**config.mk**
```make
export PLATFORM = sky130hd
export DESIGN_NAME = watch_time_counter
export DESIGN_NICKNAME = d
export VERILOG_FILES = /design/src/rtl/watch_time_counter.sv
export SDC_FILE = /design/constraint.sdc
export NUM_CORES = 1
export LEC_CHECK = 0
export BUFFER_PORTS_ARGS = -buffer_cell sky130_fd_sc_hd__buf_2
export CAP_MARGIN = 5
export CELL_PAD_IN_SITES_DETAIL_PLACEMENT = 1
export CELL_PAD_IN_SITES_GLOBAL_PLACEMENT = 2
export CORE_ASPECT_RATIO = 0.6
export CORE_MARGIN = 2
export CORE_UTILIZATION = 33
export CTS_CLUSTER_DIAMETER = 150
export DETAILED_ROUTE_END_ITERATION = 10
export PLACE_DENSITY = 0.84
export REMOVE_ABC_BUFFERS = 1
export SETUP_SLACK_MARGIN = 0.02
export SYNTH_ARGS = -nofsm -noshare
export SYNTH_HDL_FRONTEND = slang
export SYNTH_SLANG_ARGS = --single-unit
```
**constraint.sdc**
```tcl
create_clock -name clk -period 3.8 [get_ports clk]
set_input_delay 1.14 -clock clk [delete_from_list [all_inputs] [get_ports clk]]
set_output_delay 1.14 -clock clk [all_outputs]
set_load 0.01 [all_outputs]
```
**src/rtl/watch_time_counter.sv**
```systemverilog
// Watch timekeeping core: binary calendar/time advanced once per clk1sec edge.
// Loads clamped bin_time while en_time is high; load wins over a tick.
module watch_time_counter #(
    parameter int YEAR_MAX = 199
) (
    input  logic        clk,
    input  logic        rst,
    input  logic        clk1sec,
    input  logic        en_time,
    input  logic [47:0] bin_time,
    output logic [7:0]  year,
    output logic [7:0]  month,
    output logic [7:0]  day,
    output logic [7:0]  hour,
    output logic [7:0]  minute,
    output logic [7:0]  second,
    output logic        sec_tick
);

    localparam logic [7:0] YMAX = YEAR_MAX[7:0];

    logic [7:0] year_q, month_q, day_q, hour_q, min_q, sec_q;
    logic [7:0] year_d, month_d, day_d, hour_d, min_d, sec_d;
    logic       tick_q, tick_d;
    logic       s1_q, s2_q, s3_q;
    logic       tick;

    function automatic logic [7:0] dim(input logic [7:0] m, input logic [7:0] y);
        logic leap;
        leap = (y[1:0] == 2'b00) && (y != 8'd100);
        case (m)
            8'd4, 8'd6, 8'd9, 8'd11: dim = 8'd30;
            8'd2:                    dim = leap ? 8'd29 : 8'd28;
            default:                 dim = 8'd31;
        endcase
    endfunction

    assign tick = s2_q & ~s3_q;

    logic [7:0] ld_yr, ld_mon, ld_day, ld_hr, ld_min, ld_sec, ld_dmax;

    always_comb begin
        ld_yr   = (bin_time[47:40] > YMAX) ? YMAX : bin_time[47:40];
        ld_mon  = bin_time[39:32];
        if (ld_mon == 8'd0)
            ld_mon = 8'd1;
        else if (ld_mon > 8'd12)
            ld_mon = 8'd12;
        ld_dmax = dim(ld_mon, ld_yr);
        ld_day  = bin_time[31:24];
        if (ld_day == 8'd0)
            ld_day = 8'd1;
        else if (ld_day > ld_dmax)
            ld_day = ld_dmax;
        ld_hr   = (bin_time[23:16] > 8'd23) ? 8'd23 : bin_time[23:16];
        ld_min  = (bin_time[15:8] > 8'd59) ? 8'd59 : bin_time[15:8];
        ld_sec  = (bin_time[7:0] > 8'd59) ? 8'd59 : bin_time[7:0];
    end

    always_comb begin
        year_d  = year_q;
        month_d = month_q;
        day_d   = day_q;
        hour_d  = hour_q;
        min_d   = min_q;
        sec_d   = sec_q;
        tick_d  = 1'b0;
        if (en_time) begin
            year_d  = ld_yr;
            month_d = ld_mon;
            day_d   = ld_day;
            hour_d  = ld_hr;
            min_d   = ld_min;
            sec_d   = ld_sec;
        end else if (tick) begin
            tick_d = 1'b1;
            sec_d  = sec_q + 8'd1;
            // Carries ripple combinationally so every field settles in one edge
            if (sec_q == 8'd59) begin
                sec_d = 8'd0;
                min_d = min_q + 8'd1;
                if (min_q == 8'd59) begin
                    min_d  = 8'd0;
                    hour_d = hour_q + 8'd1;
                    if (hour_q == 8'd23) begin
                        hour_d = 8'd0;
                        day_d  = day_q + 8'd1;
                        if (day_q == dim(month_q, year_q)) begin
                            day_d   = 8'd1;
                            month_d = month_q + 8'd1;
                            if (month_q == 8'd12) begin
                                month_d = 8'd1;
                                year_d  = (year_q == YMAX) ? 8'd0 : year_q + 8'd1;
                            end
                        end
                    end
                end
            end
        end
    end

    always_ff @(posedge clk or negedge rst) begin
        if (!rst) begin
            s1_q    <= 1'b0;
            s2_q    <= 1'b0;
            s3_q    <= 1'b0;
            tick_q  <= 1'b0;
            year_q  <= 8'd0;
            month_q <= 8'd1;
            day_q   <= 8'd1;
            hour_q  <= 8'd0;
            min_q   <= 8'd0;
            sec_q   <= 8'd0;
        end else begin
            s1_q    <= clk1sec;
            s2_q    <= s1_q;
            s3_q    <= s2_q;
            tick_q  <= tick_d;
            year_q  <= year_d;
            month_q <= month_d;
            day_q   <= day_d;
            hour_q  <= hour_d;
            min_q   <= min_d;
            sec_q   <= sec_d;
        end
    end

    assign year     = year_q;
    assign month    = month_q;
    assign day      = day_q;
    assign hour     = hour_q;
    assign minute   = min_q;
    assign second   = sec_q;
    assign sec_tick = tick_q;

endmodule

```
==> reports/metrics.cfg, run 1 <==
[run_status]
status = finished, violations left
violations = design-rule violations

[placement]
io_buffers = 100
dp_slack_ns = 0.002350
dp.final_hpwl_mm = 9.639
gp_congestion = 0.8116

[critical_path]
path_class = in -> reg
critical_path_buf_inv_count = 3
cp_data_required_time_ns = 4.00
critPathLaunchType = primary input
cpMostUsedCell = buf_4
crit_chain = buf_2, o311a_1, a2111oi_0, buf_4, nor4b_1, o21ai_0, buf_4, ha_1, nand2_1, nand4_1, o21bai_1, mux2i_1, o22ai_1, a31o_2
critPathTopFamily = compound AO/OA/AOI/OAI gates
worst_path_max_delay_cell = a2111oi_0
cp.arrival_ns = 3.69
end_kind = flop
critPathMaxFanout = 2
crit_path_max_incr_delay_ns = 0.41

[logic_synthesis]
synth.avg_cell_area_um2 = 8.300
ys_seq_area_frac = 0.3554
syn_inst = 442
synth-edff-count = 0
synth_async_sr_flop_share = 1.000
yosys.cell_types.count = 65
ys_seq_elements = 52
synth_warnings = 0
synth_ff_type = dfrtp_1
syn_area_mm2 = 0.003669

[global_route]
grt_overflow = 0
track_usage = 0.2201
grt_pass1_wl_mm = 21.25
grt_max_degree = 52
grt_pass1_vias = 3969
antenna_found_initial = 0

[run]
drv_cap = 0

[die]
core_mm2 = 0.01070
die_x_um = 140.1
rows = 29
die-area_mm2 = 0.01200
io_pins = 101
die_h_um = 85.67
initial_core_util = 0.3427

[clock_network]
cts_setup_buffers = 0
hold_buffers = 0
cts_resized = 0
clk_path_buf_depth = 2
numCtsBuffers = 5
clk_pin_slew_ns = 0.08
clk_latency_ns = 0.30
clock_sinks = 52
htree_levels = 2
clockRootBuffer = clkbuf_16
tritoncts = done

[finish]
final_common_cell = buf_2
syn_to_final_growth_pct = 23.57
mostFrequentLayoutCells = buf_2, dfrtp_1, nor2_1
antenna_cells = 0
drive_gt1_frac = 0.2651
nets = 610

[drt]
drcViolationCount = 6
finalWirelength_mm = 12.89
drtPass1Iterations = 9
vias = 3949
drtIter0Drc = 179
wl_per_cell_um = 18.78
vias_per_cell = 5.757
drtAntennaViolNets = 0

[power_and_ir_drop]
irDropWorstVdd_v = 0.0001960
pwr_density_cell_mw_per_mm2 = 404.9
p_leak_nw = 1.974

[timing]
maxSlewHeadroom = 0.5095
fin_crit_ns = 3.492
fmax_ghz = 0.2864
rsz0062_at_grt = no
holdWs_ns = 0.3576
setup_tns_ns = 0
setup_violations = 0
finalHoldViolCount = 0
finalClockSkew_ns = 0.005671
setup_slack_ns = 0.3078
tightest_slew_ns = 0.7290
min_period_over_period = 0.9190
slew_violations = 0

[hold_path]
hp-class = reg -> reg

[registers in the layout (all words and copies together), names as in the netlist]
name and flops:
month 8, day 8, s2_q 1, hour 8, s1_q 1, minute 8, sec_tick 1, year 8
second 8, s3_q 1
[layout make-up]
cell class	count	area, um^2
Clock buffer	5	125.1
Multi-Input combinational cell	352	2213
Inverter	19	71.32
Tap cell	139	173.9
Sequential cell	52	1304
Clock inverter	3	25.02
Timing Repair Buffer	116	620.6
Fill cell	1305	6171
[Yosys cell counts (3+ instances only)]
cell | count | area (um^2)
ha_1 | 12 | 150.1
nand2_1 | 38 | 142.6
o31ai_1 | 5 | 37.54
a311oi_1 | 5 | 43.79
a21o_1 | 3 | 22.52
a211oi_1 | 4 | 30.03
nand3_1 | 23 | 115.1
inv_1 | 19 | 71.32
xor2_1 | 3 | 26.28
or4_1 | 3 | 22.52
a22oi_1 | 3 | 22.52
a221o_1 | 4 | 40.04
nor3_1 | 23 | 115.1
mux2i_1 | 3 | 30.03
buf_2 | 4 | 20.02
or3_1 | 4 | 25.02
a31oi_1 | 5 | 31.28
clkbuf_1 | 10 | 37.54
nor4_1 | 8 | 50.05
nand2b_1 | 8 | 50.05
nor3b_1 | 5 | 37.54
a31o_2 | 3 | 26.28
a2111oi_0 | 3 | 26.28
nor2_1 | 47 | 176.4
dfrtp_1 | 50 | 1251
a41oi_1 | 3 | 26.28
xnor2_1 | 5 | 43.79
o311ai_0 | 4 | 35.03
nor2b_1 | 5 | 31.28
o22ai_1 | 5 | 31.28
a21oi_1 | 22 | 110.1
buf_1 | 4 | 15.01
and3_1 | 4 | 25.02
nand4_1 | 11 | 68.82
o211ai_1 | 6 | 45.04
o21ai_0 | 37 | 185.2
[layer usage]
layer	share of wire	wire (um)	vias to the layer above	GRT usage
li1	-	-	1885	-
met1	0.53	6887	1971	0.3397
met2	0.42	5419	86	0.3318
met3	0.040	517	7	0.03629
met4	0.0047	61	0	0.02663
met5	0	0	-	0
[worst paths after layout]
path / startpoint / to / slack (ns) / depth (start not counted)
min reg2reg: s1_q / s2_q / 0.36 / 0
max in group asynchronous: rst / month[0] / 2.10 / 2
min in group asynchronous: rst / day[3] / 0.83 / 1
max: bin_time[44] / day[1] / 0.31 / 14
max reg2reg: month[0] / year[0] / 0.62 / 8
min: s1_q / s2_q / 0.36 / 0
[cells by family after synthesis]
| logic type | after synthesis | synth area share |
|---|---|---|
| adder cells (fa/ha/maj) | 12 | 0.04093 |
| AO/OA/AOI/OAI | 130 | 0.2483 |
| multiplexers | 3 | 0.008186 |
| AND/OR/NAND/NOR | 199 | 0.2868 |
| flip-flops | 52 | 0.3554 |
| buffers and inverters | 38 | 0.04127 |
| XOR/XNOR | 8 | 0.01910 |
[report_power, final]
group | internal [mW] | switching [mW]
combinational | 0.241 | 0.341
clock | 0.250 | 0.243
sequential | 0.632 | 0.128
[per-stage QoR]
step / utilization / power (mW) / instance area (um^2) / std cells
6_report: 0.4235 / 1.835 / 4533 / 686
5_1_grt: 0.4235 / 1.947 / 4533 / 686
4_1_cts: 0.4235 / 1.840 / 4533 / 686
3_5_place_dp: 0.4095 / 1.350 / 4383 / 678
3_3_place_gp: 0.4095 / 1.323 / 4383 / 678
2_1_floorplan: - / 1.078 / 3588 / 423
Note: power is estimated with default switching activity, not from simulation.
==> run 2: changes to the inputs <==
Settings changed: GPL_TIMING_DRIVEN set to 0, RECOVER_POWER set to 100.
==> run 2 against run 1 <==
The run ends with design-rule violations, max-capacitance violations, max-slew violations left. Sequential share of layout area up 0.81 points. Critical endpoint unchanged. Flip-flop and latch count stayed put. Die area stayed put. Count of clock-buffer cells in the layout did not move. Clock skew down 0.0017 ns. Utilization decreased by 1.2 points. Largest power group unchanged. Via count decreased by 0.15%.
==> reports/metrics.cfg, run 2 (synthesized netlist as in run 1, its figures left out) <==
[die]
die_h_um = 85.67  ; unchanged
die-area_mm2 = 0.01200  ; unchanged
io_pins = 101  ; unchanged
initial_core_util = 0.3427  ; unchanged
rows = 29  ; unchanged
die_x_um = 140.1  ; unchanged
core_mm2 = 0.01070  ; unchanged

[global_route]
grt_overflow = 0  ; unchanged
grt_pass1_vias = 3964  ; -0.13%
grt_max_degree = 70  ; +35%
grt_pass1_wl_mm = 21.12  ; -0.62%
antenna_found_initial = 0  ; unchanged
track_usage = 0.2179  ; -0.002185

[drt]
drtIter0Drc = 260  ; +45%
drtAntennaViolNets = 0  ; unchanged
drcViolationCount = 6  ; unchanged
drtPass1Iterations = 10  ; +1
vias_per_cell = 5.824  ; +1.2%
finalWirelength_mm = 13.08  ; +1.5%
vias = 3943  ; -0.15%
wl_per_cell_um = 19.32  ; +2.9%

[power_and_ir_drop]
pwr_density_cell_mw_per_mm2 = 407.3  ; +0.59%
irDropWorstVdd_v = 0.0001754  ; -11%
p_total_mw = 1.796  ; -2.2%
swShare = 0.3928  ; +0.005047
power.share.sequential = 0.423  ; +0.009
combPwrFrac = 0.311  ; -0.006
switchingPower_mw = 0.7055  ; -0.88%
power_frac_clock = 0.266  ; -0.003
intPower_mw = 1.090  ; -3.0%
p_leak_nw = 1.784  ; -9.6%

[critical_path]
critPathLaunchType = primary input
crit_path_max_incr_delay_ns = 0.42  ; about the same
critical_path_buf_inv_count = 1  ; -2
crit_chain = clkbuf_1, o311a_1, a2111oi_1, nor4b_1, o21ai_1, ha_1, nand2_1, nand4_1, o21bai_1, mux2i_1, o22ai_1, a31o_2
r2r_start = month[0]
critPathLaunch = bin_time[44]
path_class = in -> reg
end_kind = flop
critPathTopFamily = compound AO/OA/AOI/OAI gates
critPathMaxFanout = 4  ; +2
worst_path_max_delay_cell = a2111oi_1
cp.arrival_ns = 3.78  ; +0.09 ns
cp.depth = 12  ; -2
r2r_cells = 8  ; unchanged
cp_data_required_time_ns = 3.99  ; about the same

[placement]
dp.final_hpwl_mm = 9.212  ; -4.4%
placedCellCount = 663  ; -2.2%
gp_congestion = 0.7954  ; -2.0%
io_buffers = 100  ; unchanged
dp_slack_ns = -1.379  ; -1.381 ns
place_area_mm2 = 0.004269  ; -2.6%

[clock_network]
clock_sinks = 52  ; unchanged
htree_levels = 2  ; unchanged
clk_latency_ns = 0.30  ; about the same
clockRootBuffer = clkbuf_16
clk_path_buf_depth = 2  ; unchanged
clk_pin_slew_ns = 0.07  ; about the same
hold_buffers = 0  ; unchanged
tritoncts = done
numCtsBuffers = 5  ; unchanged

[timing]
fin_crit_ns = 3.584  ; +0.09147 ns
min_period_over_period = 0.9431  ; +0.02407
setup_slack_ns = 0.2163  ; -0.09147 ns
finalHoldViolCount = 0  ; unchanged
finalClockSkew_ns = 0.003972  ; -0.001698 ns
setup_violations = 0  ; unchanged
tightest_slew_ns = 1.863  ; +1.134 ns
maxSlewHeadroom = -0.2423  ; -0.7518
fmax_ghz = 0.2790  ; -2.6%
rsz0062_at_grt = no
slew_violations = 39  ; +39

[hold_path]
hp-class = reg -> reg
hold_depth = 0  ; unchanged
min_from = s1_q

[finish]
nets = 601  ; -1.5%
drive_gt1_frac = 0.1561  ; -0.1089
antenna_cells = 0  ; unchanged
mostFrequentLayoutCells = dfrtp_1, buf_2, clkbuf_1
syn_to_final_growth_pct = 20.19
layout.cells.non_filler = 677  ; -1.3%
fin_area_mm2 = 0.004409  ; -2.7%

[run_status]
status = finished, violations left
violations = design-rule violations, max-capacitance violations, max-slew violations

[run]
drv_cap = 1  ; +1

run 2: cell type report:
| type | count | area [um^2] |
|---|---|---|
| repair inverters | 1 | 5.005 |
| flip-flops and latches | 52 | 1304 |
| clock buffers | 5 | 125.1 |
| clock inverters | 3 | 18.77 |
| multi-input cells | 352 | 2223 |
| inverters | 19 | 75.07 |
| repair buffers | 106 | 484.2 |
| fillers | 1349 | 6295 |
| well taps | 139 | 173.9 |
run 2: power by group through the flow:
stage,clock network (mW),registers (mW),logic [mW]
after global routing,0.505,0.778,0.626
final,0.478,0.760,0.558
after floorplan,0,0.769,0.309
after detailed placement,0,0.767,0.568
after CTS,0.480,0.757,0.576
after global placement,0,0.759,0.545
run 2: routing by layer:
metal	up-vias	GRT usage	wire, um
met2	100	0.3323	5613
met4	0	0.04040	63
met1	1966	0.3262	6737
met3	9	0.03908	666
met5	-	0	0
li1	1868	-	-
run 2: path summary, 6_finish.rpt:
check / endpoint / slack (ns)
setup / recovery: day[1] / 0.22
hold / removal: s2_q / 0.35
setup reg to reg: month[5] / 0.66
hold reg to reg: s2_q / 0.35
max in group asynchronous: year[7] / 0.47
min in group asynchronous: day[6] / 0.95
run 2: what timing repair did:
item | in CTS | in global routing
setup endpoints to repair | 35 | 15
buffers inserted | 2 | 2
gates resized for setup | 4 | 3
cloned | 1 | 0
run 2: stage by stage:
step                      setup TNS, ns  hold slack, ns  utilization
after floorplan                       0          0.3312            -
after global placement           -40.44          0.3366       0.3982
after detailed placement         -32.40          0.3358       0.3988
after CTS                             0          0.3484       0.4157
after global routing                  0          0.3637       0.4119
final                                 0          0.3510       0.4119
run 2: worst register-to-register path: stages (launching register included):
cell	delay, ns
dfstp_1	0.62
inv_1	0.12
ha_1	0.25
a211oi_1	0.41
a211oi_2	0.12
a21bo_2	0.26
a21oi_2	0.75
o211ai_1	0.20
a31o_2	0.29
